**src/rtl/usb_host_token_tx.sv**
```systemverilog
// usb_host_token_tx
// Host-side USB full-speed token transmitter. On an accepted start it sends one
// token packet on the tx pair: SYNC, PID, ADDR, ENDP and CRC5, with bit stuffing
// and NRZI coding, followed by an EOP. It then watches the rx pair for the start
// of the device response during a bounded turnaround window.
//
// Optional feature macro: TOKEN_PID_SEL_EN. When defined, a pid_sel input picks
// the token PID (00 IN, 01 OUT, 10 SETUP, 11 IN). When undefined, the PID is IN.
//
// Ports:
//   clk, n_rst              clock, asynchronous active-low reset
//   start                   request a token (sampled only while idle)
//   addr[6:0], endp[3:0]    token fields, captured when start is accepted
//   pid_sel[1:0]            PID select (only with TOKEN_PID_SEL_EN)
//   rx_d_plus, rx_d_minus   bus pair as seen by the host
//   tx_d_plus, tx_d_minus   driven bus pair; J = (1,0), K = (0,1), SE0 = (0,0)
//   is_txing                high while the block owns the bus (SYNC .. EOP J)
//   busy                    high whenever a transaction is in progress
//   resp_seen               one-cycle pulse: K seen during the response window
//   timeout                 one-cycle pulse: response window expired
module usb_host_token_tx #(
    parameter int CLKS_PER_BIT = 8,
    parameter int TIMEOUT_BITS = 16
) (
    input  logic       clk,
    input  logic       n_rst,
    input  logic       start,
    input  logic [6:0] addr,
    input  logic [3:0] endp,
`ifdef TOKEN_PID_SEL_EN
    input  logic [1:0] pid_sel,
`endif
    input  logic       rx_d_plus,
    input  logic       rx_d_minus,
    output logic       tx_d_plus,
    output logic       tx_d_minus,
    output logic       is_txing,
    output logic       busy,
    output logic       resp_seen,
    output logic       timeout
);

    localparam int CW   = (CLKS_PER_BIT > 1) ? $clog2(CLKS_PER_BIT) : 1;
    localparam int TLIM = TIMEOUT_BITS * CLKS_PER_BIT;
    localparam int TW   = $clog2(TLIM + 1);

    typedef enum logic [2:0] {IDLE, SEND, EOP_SE0, EOP_J, WAIT_RESP} state_e;

    state_e          state_q, state_d;
    logic [31:0]     shift_q, shift_d;     // raw bits still to send, LSB next
    logic [5:0]      raw_cnt_q, raw_cnt_d; // raw bits already started
    logic [2:0]      ones_q, ones_d;       // consecutive 1s on the wire
    logic [CW-1:0]   clk_cnt_q, clk_cnt_d; // position inside the bit time
    logic            line_q, line_d;       // NRZI level, 1 = J
    logic            eop_cnt_q, eop_cnt_d; // which SE0 bit time
    logic [TW-1:0]   tmo_cnt_q, tmo_cnt_d;

    logic [7:0]      pid;
    logic [4:0]      crc;
    logic [31:0]     word;
    logic            bit_end;
    logic            rx_k;

    // USB CRC5 over the 11 token bits in transmission order (addr[0] first).
    function automatic logic [4:0] crc5(input logic [10:0] data);
        logic [4:0] c;
        logic       fb;
        // NOTE: inside a function or always_comb, blocking '=' is correct; each
        // step must see the result of the previous one within the same evaluation.
        c = 5'b11111;
        for (int i = 0; i < 11; i++) begin
            fb = data[i] ^ c[4];
            c  = {c[3:0], 1'b0};
            if (fb) c = c ^ 5'b00101;
        end
        return ~c;
    endfunction

`ifdef TOKEN_PID_SEL_EN
    always_comb begin
        pid = 8'h69;
        case (pid_sel)
            2'b01:   pid = 8'hE1;
            2'b10:   pid = 8'h2D;
            default: pid = 8'h69;
        endcase
    end
`else
    assign pid = 8'h69;
`endif

    // The CRC goes on the wire c4 first, so its bits are placed reversed in the
    // LSB-first shift word.
    assign crc     = crc5({endp, addr});
    assign word    = {crc[0], crc[1], crc[2], crc[3], crc[4], endp, addr, pid, 8'h80};
    assign bit_end = (clk_cnt_q == CW'(CLKS_PER_BIT - 1));
    assign rx_k    = ~rx_d_plus & rx_d_minus;

    always_comb begin
        // NOTE: every signal assigned here gets a default first, so no path
        // through the case statement can leave one unassigned and infer a latch.
        state_d   = state_q;
        shift_d   = shift_q;
        raw_cnt_d = raw_cnt_q;
        ones_d    = ones_q;
        line_d    = line_q;
        eop_cnt_d = eop_cnt_q;
        tmo_cnt_d = tmo_cnt_q;
        clk_cnt_d = bit_end ? '0 : clk_cnt_q + CW'(1);
        resp_seen = 1'b0;
        timeout   = 1'b0;

        case (state_q)
            IDLE: begin
                clk_cnt_d = '0;
                if (start) begin
                    // The first SYNC bit is emitted right away so it is on the
                    // pins in the cycle after start is accepted.
                    state_d   = SEND;
                    line_d    = line_q ^ ~word[0];
                    ones_d    = word[0] ? 3'd1 : 3'd0;
                    shift_d   = {1'b0, word[31:1]};
                    raw_cnt_d = 6'd1;
                end
            end

            SEND: begin
                if (bit_end) begin
                    if (ones_q == 3'd6) begin
                        // Stuffed 0: a forced transition, not taken from the word.
                        line_d = ~line_q;
                        ones_d = 3'd0;
                    end else if (raw_cnt_q != 6'd32) begin
                        line_d    = line_q ^ ~shift_q[0];
                        ones_d    = shift_q[0] ? ones_q + 3'd1 : 3'd0;
                        shift_d   = {1'b0, shift_q[31:1]};
                        raw_cnt_d = raw_cnt_q + 6'd1;
                    end else begin
                        state_d   = EOP_SE0;
                        eop_cnt_d = 1'b0;
                    end
                end
            end

            EOP_SE0: begin
                if (bit_end) begin
                    if (eop_cnt_q) begin
                        state_d = EOP_J;
                        line_d  = 1'b1;
                    end else begin
                        eop_cnt_d = 1'b1;
                    end
                end
            end

            EOP_J: begin
                if (bit_end) begin
                    state_d   = WAIT_RESP;
                    tmo_cnt_d = '0;
                end
            end

            WAIT_RESP: begin
                clk_cnt_d = '0;
                // A response K on the last window cycle still counts as a response.
                if (rx_k) begin
                    resp_seen = 1'b1;
                    state_d   = IDLE;
                end else if (tmo_cnt_q == TW'(TLIM)) begin
                    timeout = 1'b1;
                    state_d = IDLE;
                end else begin
                    tmo_cnt_d = tmo_cnt_q + TW'(1);
                end
            end

            default: state_d = IDLE;
        endcase
    end

    // NOTE: state registers use non-blocking '<=' so every flop samples the
    // pre-edge values of the others, independent of process ordering.
    always_ff @(posedge clk or negedge n_rst) begin
        if (!n_rst) begin
            state_q   <= IDLE;
            shift_q   <= '0;
            raw_cnt_q <= '0;
            ones_q    <= '0;
            clk_cnt_q <= '0;
            line_q    <= 1'b1;
            eop_cnt_q <= 1'b0;
            tmo_cnt_q <= '0;
        end else begin
            state_q   <= state_d;
            shift_q   <= shift_d;
            raw_cnt_q <= raw_cnt_d;
            ones_q    <= ones_d;
            clk_cnt_q <= clk_cnt_d;
            line_q    <= line_d;
            eop_cnt_q <= eop_cnt_d;
            tmo_cnt_q <= tmo_cnt_d;
        end
    end

    // Pins decode straight from registered state, so reset forces J at once.
    always_comb begin
        tx_d_plus  = 1'b1;
        tx_d_minus = 1'b0;
        case (state_q)
            SEND: begin
                tx_d_plus  = line_q;
                tx_d_minus = ~line_q;
            end
            EOP_SE0: begin
                tx_d_plus  = 1'b0;
                tx_d_minus = 1'b0;
            end
            default: ;
        endcase
    end

    assign is_txing = (state_q == SEND) || (state_q == EOP_SE0) || (state_q == EOP_J);
    assign busy     = (state_q != IDLE);

endmodule

```
**config.mk**
```make
export PLATFORM = sky130hd
export DESIGN_NAME = usb_host_token_tx
export DESIGN_NICKNAME = d
export VERILOG_FILES = /design/src/rtl/usb_host_token_tx.sv
export SDC_FILE = /design/constraint.sdc
export NUM_CORES = 1
export LEC_CHECK = 0
export BUFFER_PORTS_ARGS = -buffer_cell sky130_fd_sc_hd__buf_2
export CELL_PAD_IN_SITES_DETAIL_PLACEMENT = 0
export CELL_PAD_IN_SITES_GLOBAL_PLACEMENT = 1
export CORE_ASPECT_RATIO = 1.2
export CORE_MARGIN = 2
export CORE_UTILIZATION = 35
export CTS_BUF_LIST = sky130_fd_sc_hd__clkbuf_8
export DETAILED_ROUTE_END_ITERATION = 10
export PLACE_DENSITY = 0.69
export RECOVER_POWER = 50
export SLEW_MARGIN = 20
export SYNTH_ARGS = -nofsm -noshare
export SYNTH_HDL_FRONTEND = slang
export SYNTH_SLANG_ARGS = --single-unit
```
**constraint.sdc**
```tcl
create_clock -name clk -period 2.2 [get_ports clk]
set_clock_uncertainty 0.05 [all_clocks]
set_input_delay 0.11 -clock clk [delete_from_list [all_inputs] [get_ports clk]]
set_output_delay 0.11 -clock clk [all_outputs]
set_load 0.01 [all_outputs]
```
-- Word level (Yosys, flattened, before mapping)
Index checks and enable logic that the tools add are counted.
- flip-flop bits (word level): 57
- bits in latches: 0
- bits in writable memories: 0
- ROM bits: 0
- input bits: 16
- output and inout bits: 6
- word-level logic and storage cells: 135
- memories: 0
- add/subtract/negate cells: 4
- multipliers: 0
- divide/modulo/power cells: 0
- magnitude comparators: 0
- eq/ne operators: 20
- shifts and indexed selects: 0
- multiplexer cells: 62
- bitwise operators: 26
- reduce and logical (&&, ||, !) cells: 15
- operators by type and width (cell ; count):
    32-bit 2-to-1 mux ; 4
    3-bit 2-to-1 mux ; 27
    32-bit case mux with 2 select lines ; 1
    6-bit 2-to-1 mux ; 4
    8-bit 2-to-1 mux ; 3
    2-bit inequality test (second input constant) ; 10
    2-bit inverter ; 10
    1-bit 2-to-1 mux ; 16
    8-bit case mux with 2 select lines ; 1
    3-bit case mux with 5 select lines ; 1
    6-bit case mux with 2 select lines ; 1
    5-bit AND reduction ; 2
    3-bit == test (second input constant) ; 3
    1-bit bitwise XOR ; 9
    8-bit by 1-bit adder with 8-bit output (second input constant) ; 1
    8-bit == test (second input constant) ; 1
    4-bit AND reduction ; 2
    8-bit AND reduction ; 1
    3-bit by 1-bit adder with 3-bit output (second input constant) ; 2
    6-bit by 1-bit adder with 6-bit output (second input constant) ; 1
    3-bit by 2-bit == test with 1-bit output (second input constant) ; 2
    3-bit inequality test (second input constant) ; 2
    6-bit inequality test (second input constant) ; 1
    3-bit case mux with 2 select lines ; 1
    13 further kinds ; 21

-- Longest topological paths before layout
Gate-level depths: netlist of run 1.
- depth after elaboration: 24
- gate-level depth with buffers: 9
- mapped depth without buffers: 7

-- Worst setup path before layout of run 1
No wires, ideal clock.
- path type: reg2reg
- from: reg clk_cnt_q[0]
- to: reg shift_q[27]
- library setup time: 95 ps
- arrival time: 1918 ps
- required time: 2055 ps
- path slack: 137 ps
- stages on the path, launching flop included: 10
- path buffers: 2
- period minus slack after synthesis: 2063 ps
- path through: dfrtp_1 -> ha_1 -> ha_1 -> clkbuf_1 -> a21boi_0 -> mux2i_1 -> a21o_1 -> clkbuf_1 -> nand2_1 -> o31ai_1
- word-level cells in the longest chain between the ends: 3
- ends and longest elaborated chain (what ; RTL line ; text):
    start: declaration ; 53 ; logic [CW-1:0] clk_cnt_q, clk_cnt_d;
    start signal: assignment ; 198 ; clk_cnt_q <= clk_cnt_d;
    3-bit == test ; 96 ; assign bit_end = (clk_cnt_q == CW'(CLKS_PER_BIT - 1));
    2-bit inequality test (no source line) ; -- ;
    5-bit AND reduction (no source line) ; -- ;
    end signal: assignment ; 195 ; shift_q <= shift_d;
    end: declaration ; 50 ; logic [31:0] shift_q, shift_d;
Every way passes these cells.
A chain may end at the register's enable or synchronous reset.

-- Worst setup path in the final report of run 1
- from: reg clk_cnt_q[0]
- to: reg raw_cnt_q[2]
- word-level cells in the longest chain between the ends: 3
- ends and longest elaborated chain (what ; RTL line ; text):
    3-bit == test ; 96 ;
    2-bit inequality test (no source line) ; -- ;
    5-bit AND reduction (no source line) ; -- ;
    end signal: assignment ; 196 ; raw_cnt_q <= raw_cnt_d;
    end: declaration ; 51 ; logic [5:0] raw_cnt_q, raw_cnt_d;
Every way passes these cells.

==> metrics.md, run 1 <==
| Metric | Value |
|---|---|
| Hold Crit Endpoint | `shift_q[18]$_DFFE_PN0P_` |
| Fin crit share | `0.907` |
| Reg2Reg Setup Slack | `slightly above 200 ps` |
| Pwr per Cell Area | `1060 nW/µm²` |
| Wire per inst | `roughly 13 µm` |
| I/O pin count | `22` |
| Top FF cell, synth | `dfrtp_1` |
| Final core occ | `0.415` |
| Final std cell area, no fill | `~3400 µm²` |
| Wirelength, routed | `6070 µm` |
| Syn_area_per_cell | `about 9 µm²` |
| Via/cell ratio | `5.13` |
| Area Overhead vs Synth | `15.6%` |
| IO buf count | `21` |
| R2R cell count | `8` |
| Synth warnings | `0` |
| Total power | `3.57 mW` |
| Root Buffer | `clkbuf_8` |
| Post-CTS Setup Repair Bufs | `0` |
| Number of max-cap violations | `0` |
| Core area | `8110 µm²` |
| Final Hold Vio Count | `0` |
| Post-Syn Area | `2910 µm²` |
| Num rows | `36` |
| Final setup margin | `approximately 200 ps` |
| Initial DRC count | `98` |
| Period minus WS final | `roughly 2000 ps` |
| DRC viols | `0` |
| Worst hold path depth | `3` |
| Unique masters post-synth | `47` |
| Largest net degree at the start of global routing | `between 50 and 60` |
| WP data required | `around 2400 ps` |
| Number of synthesized flops with an enable pin | `0` |
| Worst path max stage delay | `approximately 400 ps` |
| Final setup viols | `0` |
| Initial core utilization | `0.359` |
| Number of diodes | `0` |
| CTS tree | `built` |
| Unrepaired setup endpoints after global routing | `false` |
| Crit path max fanout | `20` |
| Routability cong. | `around 0.76` |
| CP most frequent cell | `ha_1` |
| Gr ovfl total | `0` |
| CP Launch Type | `register` |
| CP arrival | `around 2200 ps` |
| Top Family by Delay on Critical Path | `compound AO/OA/AOI/OAI gates` |
| Worst reg2reg startpoint | `clk_cnt_q[0]$_DFF_PN0_` |
| Number of global-route vias before repair | `2343` |
| Htree depth | `2` |
| Slew Viols, Final | `0` |
| Die H | `104 µm` |
| Worst-Skew Late Latency | `320 ps` |
| TritonCTS Buffers | `5` |
| Routed vias | `around 2300` |
| Cell Area, Placed | `around 3200 µm²` |
| Ratio of cells with drive above 1 in the final layout | `0.142` |
| Yosys reg bits | `56` |
| Register area share after synthesis | `0.482` |
| # clock sinks | `56` |
| Die W | `87.2 µm` |
| R2r endpoint | `raw_cnt_q[2]$_DFFE_PN0P_` |
| Setup TNS | `0 ps` |
| Clk buf depth | `2` |
| First-pass GRT wire length | `~11000 µm` |
| Crit-path cells | `ha_1 -> ha_1 -> a21boi_0 -> mux2i_1 -> a21oi_2 -> buf_4 -> a21o_1 -> a21oi_1` |
| Clock transition at the registers of the reported paths | `roughly 100 ps` |
| Hold Startpoint | `addr[3]` |
| Hpwl dp | `4210 µm` |
| Kind of critical path | `register to register` |
| Worst vdd ir | `roughly 0.36 mV` |
| Pleak | `~1.6 nW` |
| Gr usage total | `0.147` |
| Initial antenna violation count | `0` |
| Worst hold path class | `input port to register` |
| Async set-reset flop share out of synthesis | `1.00` |
| F_max | `approximately 500 MHz` |
| Crit end category | `register` |
| Pre-CTS setup slack | `between 200 and 250 ps` |
| Cells after synthesis | `about 330` |
| Slew margin rel. | `0.0524` |
| Remaining antenna violation count | `0` |
| DRT Pass-1 Iters | `4` |
| Slowest cell on crit path | `dfrtp_1` |
| Syn Nets | `approximately 350` |
| Worst-Margin Slew | `roughly 1400 ps` |
| Layout fillers | `830` |
| Fin nets | `around 380` |
| CP bufs+invs | `1` |
| Die Area | `just over 9000 µm²` |
| Status | `complete, no violations` |
cell type report:
type                    count  area (µm²)  area share
well taps                  95         119      0.0354
multi-input cells         246        1410       0.418
clock buffers               5        68.8      0.0205
inverters                   8        30.0     0.00893
repair buffers             41         267      0.0793
clock inverters             3        68.8      0.0205
flip-flops and latches     56        1400       0.417
cells in the mapped netlist, types with 2 or more instances:
library cell	count	area share
a21o_1	3	0.0077
a21oi_1	7	0.012
a31oi_1	13	0.028
and2_1	2	0.0043
and3_1	5	0.011
buf_2	8	0.014
clkbuf_1	9	0.012
dfrtp_1	55	0.47
ha_1	8	0.034
inv_1	8	0.010
nand2_1	69	0.089
nand2b_1	4	0.0086
nand3_1	17	0.029
nand3b_1	2	0.0052
nand4_1	2	0.0043
nor2_1	30	0.039
nor2b_1	4	0.0086
nor3_1	7	0.012
nor3b_1	4	0.010
o21ai_0	15	0.026
o21ai_1	9	0.015
o22ai_1	2	0.0043
o31ai_1	4	0.010
or3_1	2	0.0043
xnor2_1	13	0.039
xor2_1	4	0.012
worst register-to-register path, delay by kind of cell (launching register included):
family | cells | cell delay [ps]
flip-flops | 1 | 390
buffers and inverters | 1 | 210
multiplexers | 1 | 280
AO/OA/AOI/OAI | 4 | 520
adder cells (fa/ha/maj) | 2 | 480
worst max-delay path by stage:
stage,start,endpoint,slack [ps],depth (start not counted)
after global routing,clk_cnt_q[0]$_DFF_PN0_,shift_q[26]$_DFFE_PN0P_,10,8
after CTS,clk_cnt_q[0]$_DFF_PN0_,raw_cnt_q[2]$_DFFE_PN0P_,190,8
after global placement,clk_cnt_q[0]$_DFF_PN0_,raw_cnt_q[2]$_DFFE_PN0P_,260,8
after floorplan,clk_cnt_q[0]$_DFF_PN0_,shift_q[27]$_DFFE_PN0P_,140,9
final,clk_cnt_q[0]$_DFF_PN0_,raw_cnt_q[2]$_DFFE_PN0P_,200,8
after detailed placement,clk_cnt_q[0]$_DFF_PN0_,shift_q[26]$_DFFE_PN0P_,210,8
power breakdown:
| group | leakage [nW] | internal (mW) | total [mW] | switching [mW] |
|---|---|---|---|---|
| combinational | 0.794 | 0.507 | 1.16 | 0.650 |
| clock | 0.0687 | 0.459 | 0.815 | 0.356 |
| sequential | 0.692 | 1.38 | 1.60 | 0.217 |
| total | 1.55 | 2.35 | 3.57 | 1.22 |
placed cells by master (no fill, tap or decap), types with 9 or more instances in the layout:
cell | synthesis | routed
nand2_1 | 69 | 69
buf_2 | 8 | 21
a31oi_1 | 13 | 13
nand3_1 | 17 | 17
o21ai_1 | 9 | 9
nor2_1 | 30 | 30
xnor2_1 | 13 | 13
o21ai_0 | 15 | 15
dfrtp_1 | 55 | 55
buf_4 | 0 | 15
cell families (layout without fill, tap and decap cells):
group / count (synthesis) / in the layout / synth area share
flip-flops: 56 / 56 / 0.482
AND/OR/NAND/NOR: 153 / 153 / 0.242
multiplexers: 2 / 2 / 0.00731
XOR/XNOR: 18 / 18 / 0.0589
adder cells (fa/ha/maj): 8 / 8 / 0.0344
AO/OA/AOI/OAI: 65 / 65 / 0.139
buffers and inverters: 25 / 57 / 0.0357
per-stage QoR:
stage / std cells / hold slack (ps)
after floorplan: 327 / -236
after global placement: 444 / 90.1
after detailed placement: 444 / 89.0
after CTS: 454 / 3.75
final: 454 / 9.31
after global routing: 454 / 14.7
per-layer routing:
layer / share of wire / up-vias / GRT usage / wire length [µm]
met5: 0 / - / 0 / 0
met4: 0.012 / 0 / 0.0363 / 74
met3: 0.026 / 5 / 0.0239 / 155
met2: 0.50 / 25 / 0.254 / 3010
met1: 0.47 / 1121 / 0.191 / 2830
li1: - / 1176 / - / -
registers in the layout, summed over array words and instances (netlist names):
| name | count |
|---|---|
| ones_q | 3 |
| clk_cnt_q | 3 |
| shift_q | 31 |
| state_q | 3 |
| raw_cnt_q | 6 |
| eop_cnt_q | 1 |
| line_q | 1 |
| tmo_cnt_q | 8 |
repair_timing:
action                                  4_1_cts  5_1_grt
resized for setup                             0        0
endpoints found under the setup margin        0        0
hold buffers                                  2        0
hold endpoints to repair                     56        0
Power figures use the tool's default switching activity.
==> run 2, diff against run 1 <==
--- a/config.mk
+++ b/config.mk
@@ -5,15 +5,15 @@
 export SDC_FILE = /design/constraint.sdc
 export NUM_CORES = 1
 export LEC_CHECK = 0
+export ABC_AREA = 1
 export BUFFER_PORTS_ARGS = -buffer_cell sky130_fd_sc_hd__buf_2
 export CELL_PAD_IN_SITES_DETAIL_PLACEMENT = 0
 export CELL_PAD_IN_SITES_GLOBAL_PLACEMENT = 1
 export CORE_ASPECT_RATIO = 1.2
-export CORE_MARGIN = 2
 export CORE_UTILIZATION = 35
 export CTS_BUF_LIST = sky130_fd_sc_hd__clkbuf_8
 export DETAILED_ROUTE_END_ITERATION = 10
-export PLACE_DENSITY = 0.69
+export PLACE_DENSITY = 0.68
 export RECOVER_POWER = 50
 export SLEW_MARGIN = 20
 export SYNTH_ARGS = -nofsm -noshare
==> constraint.sdc (replaced) <==
create_clock -name clk -period 2.15 [get_ports clk]
set_clock_uncertainty 0.05 [all_clocks]
set_input_delay 0.1075 -clock clk [delete_from_list [all_inputs] [get_ports clk]]
set_output_delay 0.1075 -clock clk [all_outputs]
set_load 0.01 [all_outputs]
==> run 2 against run 1 <==
Sequential power increased by 2%; critical path depth unchanged; total power increased by 31%; sequential cell count unchanged; via count increased by 12%; critical endpoint is now shift_q[10]$_DFFE_PN0P_; setup slack improved by 130 ps; non-clock buffer count decreased by 13; largest cell class unchanged.
==> metrics.md, run 2 <==
| Metric | Value |
|---|---|
| Area leader, netlist | `dfrtp_1` |
| Total power | `4.67 mW` |
| Setup TNS | `0 ps` |
| Yosys reg bits | `56` |
| Most frequent cells after synthesis | `nand2_1 (136), dfrtp_1 (55), inv_1 (53)` |
| Unique masters post-synth | `30` |
| DRC viols | `0` |
| Pleak | `between 1.5 and 2 nW` |
| Period minus WS final | `approximately 1800 ps` |
| Gr usage total | `0.159` |
| First-pass GRT wire length | `roughly 12000 µm` |
| Worst-Margin Slew | `774 ps` |
| Crit end category | `register` |
| I/O pin count | `22` |
| Crit-path cells | `nor2_2 -> nand2_1 -> nand2_2 -> nand3_4 -> inv_4 -> buf_4 -> o21ai_0 -> o21ai_1` |
| Register area share after synthesis | `0.438` |
| Top Family by Delay on Critical Path | `simple AND/OR/NAND/NOR gates` |
| Slowest cell on crit path | `dfrtp_1` |
| Largest net degree at the start of global routing | `37` |
| Die W | `89.3 µm` |
| TritonCTS Buffers | `5` |
| Initial DRC count | `around 100` |
| Met2 wire length | `approximately 3200 µm` |
| Via/cell ratio | `between 4 and 5` |
| Ratio of cells with drive above 1 in the final layout | `0.105` |
| Hpwl dp | `around 5000 µm` |
| Max reg flops | `31` |
| Clock transition at the registers of the reported paths | `~110 ps` |
| Crit path max fanout | `16` |
| Routability cong. | `~0.8` |
| CP Launch Type | `register` |
| Initial core utilization | `0.368` |
| Reg2Reg Setup Slack | `between 300 and 400 ps` |
| Synth warnings | `0` |
| Slew Viols, Final | `0` |
| WP data required | `~2400 ps` |
| Layout fillers | `956` |
| Fin crit share | `0.847` |
| Htree depth | `2` |
| Remaining antenna violation count | `0` |
| Status | `complete, no violations` |
| Num rows | `37` |
| Wire per inst | `11.6 µm` |
| Number of max-cap violations | `0` |
| Die Area | `9530 µm²` |
| Synth top area cells | `dfrtp_1 (43%), nand2_1 (16%), o21ai_0 (6.3%), inv_1 (6.2%), nand3_1 (3.9%)` |
| Final setup viols | `0` |
| Final std cell area, no fill | `3560 µm²` |
| CP bufs+invs | `2` |
| Final setup margin | `329 ps` |
| Register bank with the most flops | `shift_q` |
| Placed Cells | `around 560` |
| CP arrival | `between 2000 and 2500 ps` |
| WHS | `~110 ps` |
| Async set-reset flop share out of synthesis | `1.00` |
| Unrepaired setup endpoints after global routing | `false` |
| Most frequent cell after synthesis | `nand2_1` |
| Met3 wire len | `approximately 130 µm` |
| DRT Pass-1 Iters | `4` |
| Pre-CTS setup slack | `about 360 ps` |
| Syn Nets | `454` |
| IO buf count | `21` |
| F_max | `roughly 550 MHz` |
| Gr ovfl total | `0` |
| Worst-Skew Late Latency | `roughly 320 ps` |
| Number of diodes | `0` |
| Routed vias | `approximately 2600` |
| Cells after synthesis | `430` |
| Highest routed layer | `met4` |
| Number of global-route vias before repair | `2576` |
| Worst path max stage delay | `approximately 470 ps` |
| Slew margin rel. | `0.484` |
| Worst vdd ir | `~0.45 mV` |
| # clock sinks | `56` |
| Pwr per Cell Area | `around 1300 nW/µm²` |
| Post-Syn Area | `between 3000 and 4000 µm²` |
| Commonest non-fill, non-tap cell in the layout | `nand2_1` |
| Initial antenna violation count | `0` |
| Root Buffer | `clkbuf_8` |
| Worst hold path class | `input port to register` |
| Syn_area_per_cell | `roughly 7.4 µm²` |
| Top FF cell, synth | `dfrtp_1` |
| Kind of critical path | `register to register` |
| Post-CTS Setup Repair Bufs | `0` |
| Area Overhead vs Synth | `11.1%` |
| Most frequent cells in the layout | `nand2_1 (136), dfrtp_1 (55), inv_1 (54), o21ai_0 (40), nor2_1 (32)` |
| Wirelength, routed | `6650 µm` |
| CTS tree | `built` |
| Final Hold Vio Count | `0` |
| Clk buf depth | `2` |
| Final core occ | `0.409` |
| Largest regs | `shift_q x31, tmo_cnt_q x8, raw_cnt_q x6` |
| Synth top area share | `0.430` |
| Die H | `about 110 µm` |
| Fin cells | `572` |
| Core area | `8700 µm²` |
| WL met1 | `around 3200 µm` |
| Number of synthesized flops with an enable pin | `0` |
| Cell Area, Placed | `between 3000 and 4000 µm²` |
| Fin nets | `478` |
-- run 2: changes by cell type in the layout (fill, tap and decap cells not counted), moves of 10 or more --
cell     before  now
buf_4        15    4
o21ai_1       9   21
o21ai_0      15   40
nand2_1      69  136
xnor2_1      13    3
a31oi_1      13    0
inv_1         8   54
-- run 2: cells by family (layout without fill, tap and decap cells) --
kind of cell,Yosys count,count (layout),share of synthesized area
adder cells (fa/ha/maj),8,8,0.0313
XOR/XNOR,15,15,0.0410
AND/OR/NAND/NOR,213,213,0.280
multiplexers,1,1,0.00313
flip-flops,56,56,0.438
AO/OA/AOI/OAI,70,70,0.118
buffers and inverters,67,92,0.0887
-- run 2: cell type report --
class | instances | area, µm² | area share
multi-input cells | 307 | 1510 | 0.426
flip-flops and latches | 56 | 1400 | 0.394
inverters | 56 | 213 | 0.0598
repair buffers | 28 | 170 | 0.0478
well taps | 117 | 146 | 0.0412
clock buffers | 5 | 68.8 | 0.0193
clock inverters | 3 | 42.5 | 0.0120
-- run 2: metal layers --
layer | global-route usage | vias up
li1 | - | 1400
met1 | 0.199 | 1186
met2 | 0.279 | 25
met3 | 0.0231 | 6
met4 | 0.0476 | 0
met5 | 0 | -
-- run 2: repair_timing --
item,4_1_cts,5_1_grt
hold buffers,1,0
gates resized for setup,0,0
hold endpoints to repair,25,0
-- run 2: where the power goes --
part	total (mW)	internal [mW]	leakage [nW]	switching, mW
combinational	2.32	0.803	1.04	1.52
sequential	1.64	1.44	0.726	0.201
clock	0.713	0.348	0.0599	0.364
total	4.67	2.59	1.82	2.08
-- run 2: tightest hold or removal path: stages --
cell	delay, ps
buf_2	100
nand2_1	50
o21ai_0	60
nand2_1	50
o21ai_1	70
-- run 2: path summary, 6_finish.rpt --
check / startpoint / end / cells after the start
max: state_q[1]$_DFFE_PN0P_ / shift_q[10]$_DFFE_PN0P_ / 8
max in group asynchronous: n_rst / shift_q[22]$_DFFE_PN0P_ / 3
min reg2reg: clk_cnt_q[0]$_DFF_PN0_ / clk_cnt_q[0]$_DFF_PN0_ / 1
min: addr[5] / shift_q[20]$_DFFE_PN0P_ / 5
min in group asynchronous: n_rst / clk_cnt_q[2]$_DFF_PN0_ / 2
max reg2reg: state_q[1]$_DFFE_PN0P_ / shift_q[10]$_DFFE_PN0P_ / 8
==> run 3, diff against run 2 <==
--- a/config.mk
+++ b/config.mk
@@ -5,7 +5,7 @@
 export SDC_FILE = /design/constraint.sdc
 export NUM_CORES = 1
 export LEC_CHECK = 0
-export ABC_AREA = 1
+export ABC_AREA = 0
 export BUFFER_PORTS_ARGS = -buffer_cell sky130_fd_sc_hd__buf_2
 export CELL_PAD_IN_SITES_DETAIL_PLACEMENT = 0
 export CELL_PAD_IN_SITES_GLOBAL_PLACEMENT = 1
@@ -13,7 +13,7 @@
 export CORE_UTILIZATION = 35
 export CTS_BUF_LIST = sky130_fd_sc_hd__clkbuf_8
 export DETAILED_ROUTE_END_ITERATION = 10
-export PLACE_DENSITY = 0.68
+export PLACE_DENSITY = 0.69
 export RECOVER_POWER = 50
 export SLEW_MARGIN = 20
 export SYNTH_ARGS = -nofsm -noshare
==> constraint.sdc (replaced) <==
create_clock -name clk -period 1.6 [get_ports clk]
set_clock_uncertainty 0.05 [all_clocks]
set_input_delay 0.08 -clock clk [delete_from_list [all_inputs] [get_ports clk]]
set_output_delay 0.08 -clock clk [all_outputs]
set_load 0.01 [all_outputs]
==> run 3 against run 2 <==
The flow now finishes with violations (negative setup slack); worst hold slack got worse by 100 ps; routed wire length rose by 13%; sequential share of layout area fell by 6.4 points; die area fell by 9.0%; cell area rose by 19%; final cell count fell by 7.9%; via count rose by 3.2%; first-iteration DRC count fell by 7.8%; utilization rose by 12 points; sequential power rose by 33%.
==> metrics.md, run 3 (synthesis gave the netlist of run 1 again) <==
| Metric | Value |
|---|---|
| Final setup margin | `-261 ps` |
| DRC viols | `0` |
| Pleak | `around 2.0 nW` |
| Initial DRC count | `between 90 and 100` |
| Unrepaired setup endpoints after global routing | `true` |
| Ratio of cells with drive above 1 in the final layout | `0.370` |
| Slowest cell on crit path | `dfrtp_1` |
| Worst-Skew Late Latency | `310 ps` |
| Initial antenna violation count | `0` |
| Final setup viols | `55` |
| Hpwl dp | `about 4700 µm` |
| Area of the multi-input gates | `about 1700 µm²` |
| I/O pin count | `22` |
| CP bufs+invs | `2` |
| Final Hold Vio Count | `0` |
| Die H | `approximately 100 µm` |
| Pwr per Cell Area | `~1300 nW/µm²` |
| Worst hold path class | `input port to register` |
| Kind of critical path | `register to register` |
| Worst-Margin Slew | `a little under 1000 ps` |
| F_max | `537 MHz` |
| Core area | `around 8100 µm²` |
| Fin cells | `527` |
| Worst vdd ir | `~0.73 mV` |
| Via/cell ratio | `5.12` |
| Layout fillers | `741` |
| Max reg flops | `31` |
| IO buf count | `21` |
| # clock sinks | `between 50 and 60` |
| Number of diodes | `0` |
| Failing checks | `negative setup slack` |
| Status | `complete, but fails checks` |
| Reg2Reg Setup Slack | `-260 ps` |
| Gr ovfl total | `0` |
| WP data required | `roughly 1800 ps` |
| Htree depth | `2` |
| Area Overhead vs Synth | `46.1%` |
| Clock transition at the registers of the reported paths | `around 100 ps` |
| First-pass GRT wire length | `12400 µm` |
| CP arrival | `2050 ps` |
| Top Family by Delay on Critical Path | `flip-flops` |
| Wire per inst | `approximately 14 µm` |
| CP most frequent cell | `buf_6` |
| Gr usage total | `0.180` |
| Register area | `between 1000 and 1500 µm²` |
| Die W | `~85 µm` |
| Routed vias | `2700` |
| Largest net degree at the start of global routing | `43` |
| Initial core utilization | `0.359` |
| WHS | `approximately 9.4 ps` |
| Placed Cells | `approximately 480` |
| Slew margin rel. | `0.343` |
| Remaining antenna violation count | `0` |
| Commonest non-fill, non-tap cell in the layout | `nand2_1` |
| Fin nets | `455` |
| DRT Pass-1 Iters | `4` |
| Crit end category | `register` |
| Most frequent cells in the layout | `nand2_1 (63), buf_4 (58), dfrtp_1 (53), buf_6 (27), nor2_1 (26)` |
| CTS tree | `built` |
| Register bank with the most flops | `shift_q` |
| Root Buffer | `clkbuf_8` |
| Fin crit share | `1.16` |
| Num rows | `36` |
| Slew Viols, Final | `0` |
| TritonCTS Buffers | `5` |
| Worst path max stage delay | `~440 ps` |
| Clk buf depth | `2` |
| Crit path max fanout | `5` |
| Number of global-route vias before repair | `2704` |
| Number of max-cap violations | `0` |
| Crit-path cells | `buf_6 -> nor4b_4 -> mux2i_4 -> a21oi_4 -> buf_6 -> nand3_2 -> a21oi_2` |
| Period minus WS final | `1860 ps` |
| Wirelength, routed | `7520 µm` |
| Die Area | `roughly 8700 µm²` |
| Pre-CTS setup slack | `-365 ps` |
| CP Launch Type | `register` |
| Routability cong. | `~0.75` |
| Largest regs | `shift_q x31, tmo_cnt_q x8, raw_cnt_q x6` |
[run 3: per-layer routing]
metal  vias up  wire length (µm)  GRT usage
met5         -                 0          0
met4         0                74     0.0482
met3         7               148     0.0242
met2        34              4070      0.346
met1      1333              3230      0.209
li1       1326                 -          -
[run 3: area by class of cell]
cell class	count	area share
multi-input cells	246	0.395
flip-flops and latches	56	0.331
repair buffers	114	0.218
well taps	95	0.0280
clock buffers	5	0.0162
inverters	8	0.00707
clock inverters	3	0.00471
[run 3: tightest hold or removal path, stage by stage]
cell	delay (ps)
buf_2	120
nand2_1	60
a31oi_1	80
[run 3: what timing repair did]
item / 4_1_cts / 5_1_grt
pin swaps: 14 / 21
hold buffers: 8 / 0
setup endpoints to repair: 57 / 58
setup buffers: 11 / 14
resized for setup: 33 / 51
endpoints found under the hold margin: 21 / 0
cloned: 3 / 1
[run 3: path summary, 6_finish.rpt]
| kind | startpoint | end | cells after the start |
|---|---|---|---|
| min in group asynchronous | n_rst | tmo_cnt_q[7]$_DFFE_PN0P_ | 2 |
| setup reg to reg | state_q[0]$_DFFE_PN0P_ | raw_cnt_q[2]$_DFFE_PN0P_ | 7 |
| hold reg to reg | clk_cnt_q[0]$_DFF_PN0_ | clk_cnt_q[0]$_DFF_PN0_ | 1 |
| hold / removal | addr[6] | shift_q[21]$_DFFE_PN0P_ | 3 |
| setup / recovery | state_q[0]$_DFFE_PN0P_ | raw_cnt_q[2]$_DFFE_PN0P_ | 7 |
| max in group asynchronous | n_rst | shift_q[11]$_DFFE_PN0P_ | 3 |
[run 3: report_power, final]
| part | total, mW | switching, mW | internal [mW] |
|---|---|---|---|
| logic | 2.70 | 1.31 | 1.39 |
| registers | 2.18 | 0.277 | 1.90 |
| clock network | 0.804 | 0.497 | 0.307 |
| total | 5.68 | 2.08 | 3.60 |
[run 3: stage by stage]
stage / setup TNS (ps) / area [µm²] / power [mW] / utilization
final: -10220 / 4250 / 5.68 / 0.524
after floorplan: -8060 / 3050 / 3.54 / -
after global routing: -14890 / 4250 / 6.11 / 0.524
after detailed placement: -10110 / 3580 / 4.28 / 0.442
after CTS: -10540 / 3950 / 5.33 / 0.488
after global placement: -8360 / 3580 / 4.21 / 0.442
